### src/rtl/adder_arbiter.sv
// adder_arbiter
//   Round-robin front end for one shared, pipelined adder. Up to N_REQ clients
//   post operand pairs; one winner per cycle is steered onto the add_* port
//   group. A tag pipeline of {valid, id} runs in lockstep with the adder, so
//   each sum comes back on a single valid/ready response channel with the
//   index of the client that issued it.
//
// Ports
//   clk, rst                 clock (rising edge), async active-low reset
//   req_valid/req_ready      per-client handshake; req_ready is one-hot or zero
//   req_a/req_b              packed operands, client i at [i*DATA_WIDTH +: DATA_WIDTH]
//   add_ebl/add_a/add_b      shared adder enable and operands
//   add_sum/add_carry        adder result from its last stage
//   rsp_valid/rsp_ready      response handshake
//   rsp_sum/rsp_carry/rsp_id result and originating client index
//   inflight                 registered count of valid tag stages
module adder_arbiter #(
  parameter int DATA_WIDTH = 16,
  parameter int N_REQ      = 4,
  parameter int LATENCY    = 2,
  parameter int ID_W       = $clog2(N_REQ)
) (
  input  logic                          clk,
  input  logic                          rst,
  input  logic [N_REQ-1:0]              req_valid,
  output logic [N_REQ-1:0]              req_ready,
  input  logic [N_REQ*DATA_WIDTH-1:0]   req_a,
  input  logic [N_REQ*DATA_WIDTH-1:0]   req_b,
  output logic                          add_ebl,
  output logic [DATA_WIDTH-1:0]         add_a,
  output logic [DATA_WIDTH-1:0]         add_b,
  input  logic [DATA_WIDTH-1:0]         add_sum,
  input  logic                          add_carry,
  output logic                          rsp_valid,
  input  logic                          rsp_ready,
  output logic [DATA_WIDTH-1:0]         rsp_sum,
  output logic                          rsp_carry,
  output logic [ID_W-1:0]               rsp_id,
  output logic [$clog2(LATENCY+1)-1:0]  inflight
);

  localparam int CNT_W = $clog2(LATENCY+1);

  // Tag pipeline: valid shift register plus matching id stages.
  logic [LATENCY-1:0]  vld_q;
  logic [ID_W-1:0]     id_q [LATENCY];
  logic [ID_W-1:0]     ptr_q, ptr_d;
  logic [CNT_W-1:0]    inflight_q, inflight_d;

  logic                gnt_any;
  logic [ID_W-1:0]     gid;
  logic                issue;

  // A held response freezes adder and tags together; a bubble never stalls.
  always_comb add_ebl = !(vld_q[LATENCY-1] && !rsp_ready);

  // Rotating priority search starting at ptr_q, wrapping modulo N_REQ.
  always_comb begin
    int idx;
    idx     = 0;
    gnt_any = 1'b0;
    gid     = '0;
    for (int off = 0; off < N_REQ; off++) begin
      idx = int'(ptr_q) + off;
      if (idx >= N_REQ) idx = idx - N_REQ;
      if (!gnt_any && req_valid[idx]) begin
        gnt_any = 1'b1;
        gid     = ID_W'(idx);
      end
    end
  end

  // Reset gates the grant so nothing is accepted while rst is low.
  always_comb issue = gnt_any && add_ebl && rst;

  always_comb begin
    req_ready = '0;
    add_a     = '0;
    add_b     = '0;
    if (issue) begin
      req_ready[gid] = 1'b1;
      add_a          = req_a[gid*DATA_WIDTH +: DATA_WIDTH];
      add_b          = req_b[gid*DATA_WIDTH +: DATA_WIDTH];
    end
  end

  always_comb ptr_d = (gid == ID_W'(N_REQ-1)) ? '0 : gid + 1'b1;

  // Occupancy after this edge: the new issue plus every stage that is not
  // about to fall off the end.
  always_comb begin
    inflight_d = CNT_W'(issue);
    for (int k = 0; k < LATENCY-1; k++)
      inflight_d = inflight_d + CNT_W'(vld_q[k]);
  end

  always_ff @(posedge clk or negedge rst) begin
    if (!rst) begin
      vld_q      <= '0;
      for (int k = 0; k < LATENCY; k++) id_q[k] <= '0;
      ptr_q      <= '0;
      inflight_q <= '0;
    end else if (add_ebl) begin
      vld_q[0] <= issue;
      id_q[0]  <= gid;
      for (int k = 1; k < LATENCY; k++) begin
        vld_q[k] <= vld_q[k-1];
        id_q[k]  <= id_q[k-1];
      end
      inflight_q <= inflight_d;
      if (issue) ptr_q <= ptr_d;
    end
  end

  always_comb begin
    rsp_valid = vld_q[LATENCY-1];
    rsp_id    = id_q[LATENCY-1];
    rsp_sum   = add_sum;
    rsp_carry = add_carry;
    inflight  = inflight_q;
  end

endmodule

### config.mk
export PLATFORM = sky130hd
export DESIGN_NAME = adder_arbiter
export DESIGN_NICKNAME = d
export VERILOG_FILES = /design/src/rtl/adder_arbiter.sv
export SDC_FILE = /design/constraint.sdc
export NUM_CORES = 1
export LEC_CHECK = 0
export ABC_CLOCK_PERIOD_IN_PS = 3000
export CAP_MARGIN = 20
export CORE_MARGIN = 2
export CORE_UTILIZATION = 26
export DETAILED_ROUTE_END_ITERATION = 16
export PLACE_DENSITY_LB_ADDON = 0.08
export SLEW_MARGIN = 5
export SYNTH_ARGS = -nofsm -noshare
export SYNTH_HDL_FRONTEND = slang
export SYNTH_SLANG_ARGS = --single-unit
export TNS_END_PERCENT = 1
### constraint.sdc
create_clock -name clk -period 3 [get_ports clk]
set_clock_uncertainty 0.2 [all_clocks]
set_input_delay 0.3 -clock clk [delete_from_list [all_inputs] [get_ports clk]]
set_output_delay 0.3 -clock clk [all_outputs]
set_load 0.1 [all_outputs]
==> results_dict.tcl, run 1 <==
set metrics [dict create \
    slew_headroom 0.657 \
    syn_area_um2 1630 \
    fin_crit_sh 0.982 \
    rsz0062_at_grt "true" \
    p_leak_uw 0.00166 \
    powerDensity_nw_per_um2 837 \
    cts_inserted_buffers 3 \
    die_area_um2 6920 \
    slowest_stage "dfrtp_4" \
    row_count 28 \
    start_util 0.272 \
    syn_area_per_cell_um2 7.09 \
    fillers 466 \
    dr.pass1.iters 4 \
    numClockSinks 10 \
    wl_mm 8.32 \
    seq_area_frac_synth 0.153 \
    grtUsageTotal 0.217 \
    syn_nets 384 \
    n_antenna_cell 0 \
    ios 211 \
    final_area_um2 4190 \
    antenna_left 0 \
    crit_family "buffers and inverters" \
    die_width_um 83.2 \
    hold_viol_final 0 \
    wire_per_inst_um 17.8 \
    hold_buffers 0 \
    dieHeight_um 83.2 \
    drc_errors 0 \
    status "completed" \
    r2r-start "ptr_q[1]" \
    comb_power_share 0.889 \
    cts_tree "yes" \
    dp_cells 460 \
    cts_buffer_depth 2 \
    synth-edff-count 0 \
    grt_pass1_wl_mm 12.5 \
    finalSetupViolCount 0 \
    end_kind "output port" \
    critical_path_required_ns 2.50 \
    synth_seq_cells 10 \
    power_frac_clock 0.048 \
    grt_pass1_vias 2428 \
    layout-area-overhead-vs-synth_pct 157 \
    crit_fanout 8 \
    min_period_ns 2.95 \
    drt_iter0_drc 74 \
    cts.htree.levels 1 \
    path_clk_slew_ns 0.05 \
    routed_via_density 5.32 \
    synthArstFlopShare 1.00 \
    io_buffers 176 \
    gp_congestion 0.798 \
    path_class "reg -> out" \
    via_count 2488 \
    drv_cap 0 \
    r2r_slack_ns 0.88 \
    core_um2 5990 \
    synth_cell_type_count 32 \
    post-route-util 0.699 \
    placed_cell_area_um2 4050 \
    worstPathCellList "nor2b_1 > buf_4 > inv_12 > and3_4 > or3b_4 > buf_6 > buf_4 > buf_4 > o22ai_4 > buf_12" \
    tightestPinTransition_ns 0.511 \
    critPathLaunchType "flop" \
    crit_arrival_ns 2.45 \
    yosysWarnings 0 \
    p_int_uw 1490 \
    cts-root-buf "clkbuf_8" \
    grt_max_degree 32 \
    hp-class "in -> async" \
    antenna_found_initial 0 \
    drive_gt1_frac 0.354 \
    grt_overflow 0 \
    swShare 0.574 \
    power_switching_uw 2010 \
    max_stage_delay_ns 0.46 \
    seqPwrFrac 0.063 \
    synth-main-ff-cell "dfrtp_1" \
    startpoint "vld_q[1]" \
    vdd_drop_max_mv 0.734 \
    dpl.hpwl_mm 6.31 \
    critPathBufInv 6 \
    crit_top_cell "buf_4" \
    nNetsFinal 548 \
    slew_violations 0 \
    clock_latency_ns 0.24 \
    max_freq_ghz 0.339 \
    layoutNonFillerInstCount 468 \
    synth_cells 230 \
]
==> layout by cell type (no fill, tap or decap), drive strengths merged, types with 3 or more instances in the layout <==
cell / n
nand2: 15
a221o: 31
nor2b: 4
o21ai: 34
dfrtp: 10
nor2: 7
clkdlybuf4s50: 131
a21oi: 31
inv: 3
nand3: 31
buf: 67
clkbuf: 6
==> cell type report <==
| cell class | count | area [µm²] | share of cell area |
|---|---|---|---|
| tap | 75 | 93.8 | 0.0224 |
| inverter | 3 | 23.8 | 0.00567 |
| sequential | 10 | 254 | 0.0606 |
| timing repair buffer | 203 | 2410 | 0.574 |
| multi-input combinational | 173 | 1360 | 0.324 |
| clock buffer | 4 | 55.1 | 0.0131 |
==> final timing paths <==
path                             end  depth (start not counted)
min in group clk           rsp_id[1]                          2
setup reg to reg            ptr_q[1]                          6
setup / recovery           add_a[14]                         10
hold reg to reg            rsp_id[1]                          2
max in group asynchronous   vld_q[1]                          2
hold / removal               id_q[3]                          2
==> state kept, by name, summed over array words and instances (netlist names) <==
| signal | cells |
|---|---|
| id_q | 2 |
| inflight | 2 |
| ptr_q | 2 |
| vld_q | 2 |
| rsp_id | 2 |
==> cells in the mapped netlist (2+ instances only) <==
cell / instances / share of area
o21ai_0: 33 / 0.10
a21oi_1: 31 / 0.095
a221o_1: 31 / 0.19
nand3_1: 31 / 0.095
buf_4: 19 / 0.087
nand2_1: 15 / 0.035
clkbuf_1: 13 / 0.030
dfrtp_1: 10 / 0.15
buf_2: 7 / 0.021
nor2_1: 6 / 0.014
buf_6: 5 / 0.035
nor2b_1: 4 / 0.015
ha_1: 2 / 0.015
inv_2: 2 / 0.0046
mux2_2: 2 / 0.014
mux2i_1: 2 / 0.012
or4_1: 2 / 0.0092
==> routing by layer <==
metal  up-vias  track usage  wire length (µm)
li1       1185            -                 -
met1      1173        0.261              3300
met2       115        0.398              4280
met3        15       0.0388               626
met4         0       0.0507               110
met5         -            0                 0
==> power by group through the flow <==
| stage | registers [µW] | logic [µW] | clock network (µW) |
|---|---|---|---|
| 2_1_floorplan | 266 | 2070 | 0 |
| 3_3_place_gp | 221 | 3050 | 0 |
| 3_5_place_dp | 223 | 3080 | 0 |
| 4_1_cts | 221 | 3090 | 170 |
| 5_1_grt | 229 | 3240 | 178 |
| 6_report | 221 | 3120 | 169 |
==> logic make-up after synthesis <==
| group | synth area share |
|---|---|
| mux | 0.0261 |
| buf+inv | 0.180 |
| fa+ha+maj | 0.0153 |
| simple gates | 0.196 |
| flops | 0.153 |
| compound gates | 0.429 |
==> stage by stage <==
step	total power (µW)	hold slack [ns]	TNS, ns	worst slack (ns)
6_report	3510	0.232	0	0.0527
2_1_floorplan	2330	-0.196	-1.04	-0.0510
4_1_cts	3480	0.235	-0.0511	-0.0232
3_3_place_gp	3280	0.256	-0.0291	-0.0165
5_1_grt	3640	0.251	-0.0287	-0.0287
3_5_place_dp	3310	0.258	-0.168	-0.0383
==> timing repair <==
action / 4_1_cts / 5_1_grt
gates cloned: 0 / 3
gates resized for setup: 1 / 5
pin swaps: 0 / 1
setup buffers: 0 / 1
setup endpoints to repair: 22 / 31
(Power assumes the default switching activity.)
==> inputs of run 2 (changes only) <==
--- a/config.mk
+++ b/config.mk
@@ -7,7 +7,6 @@
 export LEC_CHECK = 0
 export ABC_CLOCK_PERIOD_IN_PS = 3000
 export CAP_MARGIN = 20
-export CORE_MARGIN = 2
 export CORE_UTILIZATION = 26
 export DETAILED_ROUTE_END_ITERATION = 16
 export PLACE_DENSITY_LB_ADDON = 0.08
==> run 2 against run 1 <==
  * Non-clock buffer count grew 3
  * Critical path depth shrank 1
  * Total power increased by 2.5%
  * Fmax is 0.30% lower
  * Register-to-register slack worse by 0.02 ns
  * Global-route usage is 2.2 points higher
  * Core utilization increased by 2.4 points
  * Worst hold slack got worse by 0.022 ns
  * First-iteration DRC count rose by 39%
  * Die area shrank 4.7%
  * Flip-flop and latch count unchanged
  * Combinational power grew 3%
  * Critical path type is now in -> out
  * Critical endpoint is now add_b[12]
==> results_dict.tcl, run 2 (same netlist as run 1, synthesis figures left out) <==
set metrics [dict create \
    status "completed" \
    crit_top_cell "buf_12" \
    dpl.hpwl_mm 6.10 \
    tightestPinTransition_ns 0.446 \
    preCtsSetupSlack_ns -0.0553 \
    start_util 0.272 \
    die_width_um 81.2 \
    clock_latency_ns 0.23 \
    dieHeight_um 81.2 \
    io_buffers 176 \
    finalSetupViolCount 0 \
    grt_pass1_wl_mm 12.4 \
    vdd_drop_max_mv 0.643 \
    cts.htree.levels 1 \
    end_kind "output port" \
    crit_fanout 5 \
    n_antenna_cell 0 \
    slowest_stage "or4_4" \
    cts_buffer_depth 2 \
    p_leak_uw 0.00173 \
    die_area_um2 6600 \
    worstPathCellList "dlygate4sd2_1 > or4_4 > and3_4 > or3b_4 > buf_12 > bufbuf_16 > a21oi_2 > a221o_2 > buf_12" \
    grtUsageTotal 0.239 \
    ios 211 \
    drc_errors 0 \
    grt_pass1_vias 2537 \
    wire_per_inst_um 17.5 \
    grt_max_degree 32 \
    nNetsFinal 551 \
    antenna_found_initial 0 \
    numClockSinks 10 \
    core_um2 5990 \
    cts_inserted_buffers 3 \
    fin_crit_sh 0.985 \
    power.total_uw 3600 \
    row_count 28 \
    max_freq_ghz 0.338 \
    crit_arrival_ns 2.46 \
    routed_via_density 5.26 \
    hp-class "in -> async" \
    grt_overflow 0 \
    setup_ws_ns 0.0439 \
    slew_headroom 0.699 \
    slew_violations 0 \
    gp_congestion 0.840 \
    rsz0062_at_grt "false" \
    drive_gt1_frac 0.366 \
    cts-root-buf "clkbuf_8" \
    drt_iter0_drc 103 \
    dr.pass1.iters 4 \
    critical_path_required_ns 2.50 \
    fin_hold_ws_ns 0.211 \
    r2r_cells 8 \
    max_stage_delay_ns 0.54 \
    setup_tns_ns 0 \
    path_class "in -> out" \
    cts_tree "yes" \
    layout_commonest_cell "clkdlybuf4s50_1" \
    mostFrequentLayoutCells "clkdlybuf4s50_1 (130), buf_12 (45), o21ai_0 (33), nand3_1 (31), buf_4 (22)" \
    via_count 2477 \
    wl_mm 8.22 \
    layout-area-overhead-vs-synth_pct 165 \
    min_period_ns 2.96 \
    drv_cap 0 \
    critPathLaunchType "input port" \
    hold_viol_final 0 \
    powerDensity_nw_per_um2 830 \
    antenna_left 0 \
    path_clk_slew_ns 0.05 \
]
==> run 2: layer usage <==
layer	global-route usage	vias to the layer above	wire, µm
met5	0	-	0
met1	0.268	1150	3180
met3	0.0438	15	604
met2	0.459	117	4310
met4	0.0571	0	121
li1	-	1195	-
==> run 2: area by class of cell <==
| cell class | instances | area, µm² |
|---|---|---|
| sequential | 10 | 254 |
| fill | 458 | 1660 |
| clock buffer | 4 | 55.1 |
| tap | 75 | 93.8 |
| inverter | 3 | 23.8 |
| timing repair buffer | 206 | 2530 |
| multi-input combinational | 173 | 1370 |
==> run 2: path summary, 6_finish.rpt <==
kind	slack (ns)	endpoint	start
setup / recovery	0.04	add_b[12]	req_valid[2]
hold / removal	0.21	vld_q[0]	rst
setup reg to reg	0.86	ptr_q[1]	ptr_q[1]
hold reg to reg	0.27	rsp_id[1]	rsp_id[1]
max in group asynchronous	2.23	vld_q[1]	rst
min in group clk	0.27	rsp_id[1]	rsp_id[1]
==> run 2: where the power goes <==
part           total [µW]  switching, µW  leakage, µW  internal (µW)
Combinational        3210           1940      0.00158           1270
Sequential            221           36.9     0.000121            184
Clock                 166           51.1    0.0000288            115
Total                3600           2030      0.00173           1570
==> run 2: critical path, delay by kind of cell <==
| family | cells | cell delay, ns |
|---|---|---|
| buf+inv | 4 | 0.83 |
| simple gates | 3 | 0.96 |
| compound gates | 2 | 0.36 |
==> run 2: repair_timing <==
item,4_1_cts,5_1_grt
resized for setup,10,5
setup endpoints to repair,31,5
pin swaps,0,1
cloned,4,0
hold buffers,0,0
buffers inserted,2,3
==> run 2: through the flow <==
step / area [µm²] / utilization / instances
floorplan: 1900 / - / 230
global placement: 4070 / 0.680 / 459
detailed placement: 4070 / 0.680 / 459
CTS: 4280 / 0.715 / 469
global route: 4330 / 0.723 / 471
finish: 4330 / 0.723 / 471
